### src/rtl/hb_pkg.sv
// ----------------------------------------------------------------------------
// hb_pkg
// Shared constants for the half-band output path.
//   SAMPLE_W  : width of one baseband sample (signed two's complement)
//   FRAME_LEN : clocks per sample frame (153.6 MHz / 30.72 MS/s)
//   PH_W      : width of the frame phase counter
// ----------------------------------------------------------------------------
package hb_pkg;

    localparam int SAMPLE_W  = 16;
    localparam int FRAME_LEN = 5;
    localparam int PH_W      = $clog2(FRAME_LEN);

    typedef logic [SAMPLE_W-1:0] sample_t;
    typedef logic [PH_W-1:0]     phase_t;

    // Next frame phase: frame_sync marks phase 0 of the current cycle, so the
    // following cycle is phase 1. Sync wins over the normal wrap.
    function automatic phase_t next_phase(input phase_t ph, input logic sync);
        if (sync)
            return phase_t'(1);
        else if (ph == phase_t'(FRAME_LEN - 1))
            return '0;
        else
            return ph + phase_t'(1);
    endfunction

endpackage

### src/rtl/hb_sync_fifo.sv
// ----------------------------------------------------------------------------
// hb_sync_fifo
// Single-clock first-word-fall-through FIFO. The head entry is visible on
// rd_data whenever the FIFO is non-empty (zero otherwise).
//   clk_153p6MHz : clock
//   reset        : synchronous, active-low
//   wr / wr_data : write request and data; accepted when not full, or when
//                  full and a read happens in the same cycle
//   rd           : pop the head entry (ignored when empty)
//   rd_data      : head entry, 0 when empty
//   full / empty : occupancy flags
//   level        : current occupancy, 0..DEPTH
// ----------------------------------------------------------------------------
module hb_sync_fifo #(
    parameter int DEPTH = 8,
    parameter int WIDTH = 16
) (
    input  logic                     clk_153p6MHz,
    input  logic                     reset,
    input  logic                     wr,
    input  logic [WIDTH-1:0]         wr_data,
    input  logic                     rd,
    output logic [WIDTH-1:0]         rd_data,
    output logic                     full,
    output logic                     empty,
    output logic [$clog2(DEPTH):0]   level
);

    localparam int PTR_W = $clog2(DEPTH);
    localparam int LVL_W = PTR_W + 1;

    logic [WIDTH-1:0] mem [DEPTH];
    logic [PTR_W-1:0] wr_ptr;
    logic [PTR_W-1:0] rd_ptr;
    logic             wr_ok;
    logic             rd_ok;

    assign full  = (level == LVL_W'(DEPTH));
    assign empty = (level == '0);

    // A write into a full FIFO only succeeds if the head leaves the same cycle.
    assign rd_ok = rd & ~empty;
    assign wr_ok = wr & (~full | rd_ok);

    // NOTE: sequential state uses non-blocking assignments so every register
    // samples the pre-edge values, independent of statement order.
    always_ff @(posedge clk_153p6MHz) begin
        if (!reset) begin
            wr_ptr <= '0;
            rd_ptr <= '0;
            level  <= '0;
        end else begin
            if (wr_ok)
                wr_ptr <= wr_ptr + PTR_W'(1);
            if (rd_ok)
                rd_ptr <= rd_ptr + PTR_W'(1);
            if (wr_ok && !rd_ok)
                level <= level + LVL_W'(1);
            else if (rd_ok && !wr_ok)
                level <= level - LVL_W'(1);
        end
    end

    // NOTE: the storage array is deliberately not reset; the pointers and
    // level define which entries are meaningful, so stale contents are never seen.
    always_ff @(posedge clk_153p6MHz) begin
        if (wr_ok)
            mem[wr_ptr] <= wr_data;
    end

    assign rd_data = empty ? '0 : mem[rd_ptr];

endmodule

### src/rtl/hb_out_capture.sv
// ----------------------------------------------------------------------------
// hb_out_capture
// Samples the time-multiplexed half-band filter output once per 5-clock frame
// at CAPTURE_PHASE, discards the first FLUSH_CNT captures after reset
// (pipeline fill), optionally keeps only every second capture, and buffers the
// kept samples in a FWFT FIFO with valid/ready output.
//   clk_153p6MHz : 153.6 MHz system clock
//   reset        : synchronous, active-low
//   frame_sync   : pulse marking phase 0 of the filter frame
//   y_in         : filter output sample
//   decim_en     : 1 = keep every second capture, 0 = keep all
//   clear_ovf    : clears the sticky overflow flag
//   m_ready      : downstream accept
//   m_valid      : FIFO non-empty
//   m_data       : FIFO head sample (0 when empty)
//   fifo_level   : FIFO occupancy
//   overflow     : sticky, a kept sample was dropped on a full FIFO
// ----------------------------------------------------------------------------
module hb_out_capture
    import hb_pkg::*;
#(
    parameter int CAPTURE_PHASE = 2,
    parameter int FLUSH_CNT     = 4,
    parameter int DEPTH         = 8
) (
    input  logic                    clk_153p6MHz,
    input  logic                    reset,
    input  logic                    frame_sync,
    input  logic [SAMPLE_W-1:0]     y_in,
    input  logic                    decim_en,
    input  logic                    clear_ovf,
    input  logic                    m_ready,
    output logic                    m_valid,
    output logic [SAMPLE_W-1:0]     m_data,
    output logic [$clog2(DEPTH):0]  fifo_level,
    output logic                    overflow
);

    localparam int FL_W = (FLUSH_CNT > 0) ? $clog2(FLUSH_CNT + 1) : 1;

    phase_t          ph;
    logic [FL_W-1:0] flush_cnt;
    logic            dec_tog;

    logic cap;
    logic post_cap;
    logic keep;
    logic rd;
    logic fifo_full;
    logic fifo_empty;
    logic ovf_set;

    // NOTE: every always_comb output gets a default first so no path through
    // the block leaves a signal unassigned (which would infer a latch).
    always_comb begin
        cap      = 1'b0;
        post_cap = 1'b0;
        keep     = 1'b0;
        cap      = (ph == phase_t'(CAPTURE_PHASE));
        post_cap = cap && (flush_cnt == '0);
        // With decimation on, the first post-flush capture (dec_tog==0) is kept.
        keep     = post_cap && (!decim_en || !dec_tog);
    end

    assign rd      = m_valid & m_ready;
    assign ovf_set = keep & fifo_full & ~rd;

    always_ff @(posedge clk_153p6MHz) begin
        if (!reset) begin
            ph        <= '0;
            flush_cnt <= FL_W'(FLUSH_CNT);
            dec_tog   <= 1'b0;
            overflow  <= 1'b0;
        end else begin
            ph <= next_phase(ph, frame_sync);

            // Discarded fill captures neither reach the FIFO nor touch dec_tog.
            if (cap && flush_cnt != '0)
                flush_cnt <= flush_cnt - FL_W'(1);

            if (post_cap)
                dec_tog <= decim_en ? ~dec_tog : 1'b0;

            // A drop in the same cycle as clear_ovf keeps the flag set.
            if (ovf_set)
                overflow <= 1'b1;
            else if (clear_ovf)
                overflow <= 1'b0;
        end
    end

    hb_sync_fifo #(
        .DEPTH (DEPTH),
        .WIDTH (SAMPLE_W)
    ) u_fifo (
        .clk_153p6MHz (clk_153p6MHz),
        .reset        (reset),
        .wr           (keep),
        .wr_data      (y_in),
        .rd           (rd),
        .rd_data      (m_data),
        .full         (fifo_full),
        .empty        (fifo_empty),
        .level        (fifo_level)
    );

    assign m_valid = ~fifo_empty;

endmodule

### config.mk
export PLATFORM = sky130hd
export DESIGN_NAME = hb_out_capture
export DESIGN_NICKNAME = d
export VERILOG_FILES = /design/src/rtl/hb_pkg.sv /design/src/rtl/hb_sync_fifo.sv /design/src/rtl/hb_out_capture.sv
export SDC_FILE = /design/constraint.sdc
export NUM_CORES = 1
export LEC_CHECK = 0
export CAP_MARGIN = 20
export CORE_ASPECT_RATIO = 0.8
export CORE_UTILIZATION = 58
export CTS_CLUSTER_DIAMETER = 100
export DETAILED_ROUTE_END_ITERATION = 10
export PLACE_DENSITY = 0.89
export RECOVER_POWER = 100
export SLEW_MARGIN = 20
export SYNTH_ARGS = -nofsm -noshare
export SYNTH_HDL_FRONTEND = slang
export SYNTH_HIERARCHICAL = 1
export SYNTH_SLANG_ARGS = --single-unit
export TNS_END_PERCENT = 5
### constraint.sdc
create_clock -name clk_153p6MHz -period 3.3 [get_ports clk_153p6MHz]
set_input_delay 0.33 -clock clk_153p6MHz [delete_from_list [all_inputs] [get_ports clk_153p6MHz]]
set_output_delay 0.33 -clock clk_153p6MHz [all_outputs]
set_load 0.02 [all_outputs]
==> metrics.md <==
| Metric | Value |
|---|---|
| # fillers | 568 |
| Clk sinks | 149 |
| Synth unique cells | 38 |
| Die area | 10700 µm² |
| Worst path cell trace | inv_1, ha_1, and4bb_1, a21boi_4, o21ai_0, inv_1, nand2b_2, nor2_1, clkbuf_1 |
| Max_cap viols | 0 |
| Crit path launch | ph[0] |
| CP Data Arrival Time | 3.00 ns |
| Leak | 2.418 nW |
| IO buf count | 43 |
| Initial antenna violation count | 0 |
| Worst-Margin Slew | 1.198 ns |
| Synth Register Bits | 149 |
| Clock Skew | 0.01146 ns |
| Final Cycle Share | 90.21% |
| Top cells by area, synth | edfxtp_1 64%, mux4_2 12%, dfxtp_1 7.0% |
| GRT Util Overall | 26.86% |
| Starting density of the core | 60.80% |
| Final core utilization | 73.48% |
| Hold_buf cts | 0 |
| Instance count of the mapped netlist | 324 |
| Setup bufs post-CTS | 0 |
| Final Setup Violations | 0 |
| Top_reg_cell synth | edfxtp_1 |
| Antenna cells | 0 |
| Die Y-Extent | 92.70 µm |
| Combined flip-flop and latch cell area | 4265 µm² |
| Layout Nets | 419 |
| Synth top area share | 64.44% |
| DRT antenna net count | 0 |
| Clock Path Buffers | 2 |
| Vias | 3182 |
| Grt total ovfl | 0 |
| Power density over the cells | 582.9 nW/µm² |
| Crit path kind | flop to flop |
| Placed wire-length estimate | 6.980 mm |
| Sequential area share after synthesis | 71.49% |
| Status | finished clean |
| Most numerous cell in the Yosys netlist | edfxtp_1 |
| Multi-input combinational cell area | 1573 µm² |
| DRC | 0 |
| CTS tree | yes |
| Via density | 5.948 |
| Core Rows | 32 |
| Crit path time final | 2.977 ns |
| Number of I/O pins | 44 |
| Routed WL | 12.55 mm |
| Non-Filler Instances | 535 |
| Yosys Warn Count | 6 |
| Gp weighted congestion | 0.7367 |
| Syn_nets | 357 |
| Post-Route Setup TNS | 0 ns |
| Die W | 115.4 µm |
| Number of flops mapped to enable cells by yosys | 128 |
| Most common cell on crit path | inv_1 |
| Critical Path End Type | flop |
| CTS H-tree lvls | 4 |
| Unrepaired setup endpoints after global routing | no |
| CTS resizes | 0 |
| Cell count after placement | 503 |
| Crit Path Max Fanout | 16 |
| Hold Fails Final Rpt | 0 |
| Mean routed wirelength per cell | 23.46 µm |
| Worst Path Required | 3.32 ns |
| Clock root cell | clkbuf_16 |
| Critical Path Source Type | flop |
| Worst reg2reg startpoint | ph[0] |
| Worst Hold Launch | flush_cnt[1] |
| Area delta synth->final | 20.85% |
| Vias in the first global route | 3464 |
| Maximum vdd ir drop | 443.7 µV |
| Min-Delay Path Class | flop to flop |
| CTS clk-pin slew, worst paths | 0.06 ns |
| Critical Path Max Stage Delay | 0.89 ns |
| CP Buf/Inv Count | 3 |
| Fmax | 0.3359 GHz |
| Mapped Avg Cell Area | 18.41 µm² |
| Pin count of the biggest net entering global routing | 33 |
| Core area | 9809 µm² |
| Post-Syn Area | 5964 µm² |
| Async SR Flop Fraction | 0% |
| TritonRoute pass-1 iters | 4 |
| Synth cell count leaders | 128 x edfxtp_1, 32 x mux4_2, 27 x nor2_1 |
| First-pass GRT wire length | 19.55 mm |
| Post-synth top area cell | edfxtp_1 |
| Layout cells sized above 1 | 18.80% |
| Crit path max-delay cell type | clkbuf_1 |
| Clk Latency, worst-skew pair | 0.42 ns |
| DR iter-0 viols | 227 |
| Delay-heaviest family, CP | buffers and inverters |
| Slew HR | 20.14% |
| TritonCTS Buffers | 17 |
| Pins over their slew limit | 0 |
-- where the power goes --
part           internal, mW  switching (mW)  total, mW
Sequential             2.05         0.00351       2.05
Combinational        0.0333          0.0463     0.0796
Clock                  1.34           0.735       2.07
-- path summary, 6_finish.rpt --
kind                                           to  slack, ns  cells past startpoint
worst min register to register       flush_cnt[1]       0.50                      2
worst max-delay path            u_fifo/mem[6][15]       0.32                      9
worst min-delay path                 flush_cnt[1]       0.50                      2
worst max register to register  u_fifo/mem[6][15]       0.32                      9
-- cell type report --
cell class	count	share of cell area [%]
well taps	136	2.361
flip-flops and latches	149	59.17
repair buffers	55	7.238
clock buffers	18	5.954
multi-input cells	152	21.82
inverters	11	0.5728
clock inverters	14	2.881
-- per-layer routing --
layer | part of all wire (%) | GRT usage [%] | vias to the layer above
li1 | - | - | 1391
met3 | 6.9 | 6.414 | 25
met5 | 0 | 0 | -
met4 | 3.3 | 15.69 | 0
met2 | 53 | 45.11 | 141
met1 | 37 | 31.62 | 1625
-- cell usage in the layout, fill, tap and decap left out, types with 4 or more instances in the layout --
cell type and instances:
nand2b_1 5, clkbuf_16 17, clkbuf_1 4, inv_1 11, dfxtp_1 20, mux2i_1 20, ha_1 10, nor2b_1 4
nand2_1 7, and2_1 4, a21oi_1 6, xnor2_1 5, mux4_2 32, nand3_1 4, edfxtp_1 128, clkinv_2 4
clkdlybuf4s50_1 6, clkbuf_2 5, nor2_1 27, bufinv_16 5, dlygate4sd3_1 37
-- kinds of logic after synthesis --
family	Yosys count	share of synthesized area (%)
flip-flops	149	71.49
AND/OR/NAND/NOR	67	6.188
multiplexers	52	15.44
buffers and inverters	23	1.678
AO/OA/AOI/OAI	17	2.035
adder cells (fa/ha/maj)	11	2.433
XOR/XNOR	5	0.7342
-- state kept, by name, indices dropped and copies added (netlist names), named ones only --
register and cells:
ph 3, overflow 1, u_fifo/rd_ptr 3, u_fifo/wr_ptr 3
u_fifo/level 4, u_fifo/mem 128, dec_tog 1, flush_cnt 3
-- through the flow --
step	worst slack, ns	hold slack (ns)	instance area (µm²)	total power, mW
2_1_floorplan	0.2019	0.4018	5964	2.115
3_3_place_gp	0.6495	0.4675	6633	2.166
3_5_place_dp	0.5377	0.4748	6633	2.173
4_1_cts	0.3880	0.5033	7269	4.238
5_1_grt	0.1808	0.5321	7208	4.305
6_report	0.3232	0.4975	7208	4.202
-- worst reg2reg max path: cells and delay by family, from the launching register on --
family	cells	cell delay (ns)
fa+ha+maj	1	0.21
buf+inv	3	1.17
simple gates	3	0.50
compound gates	2	0.36
flops	1	0.32
Power figures use the tool's default switching activity.
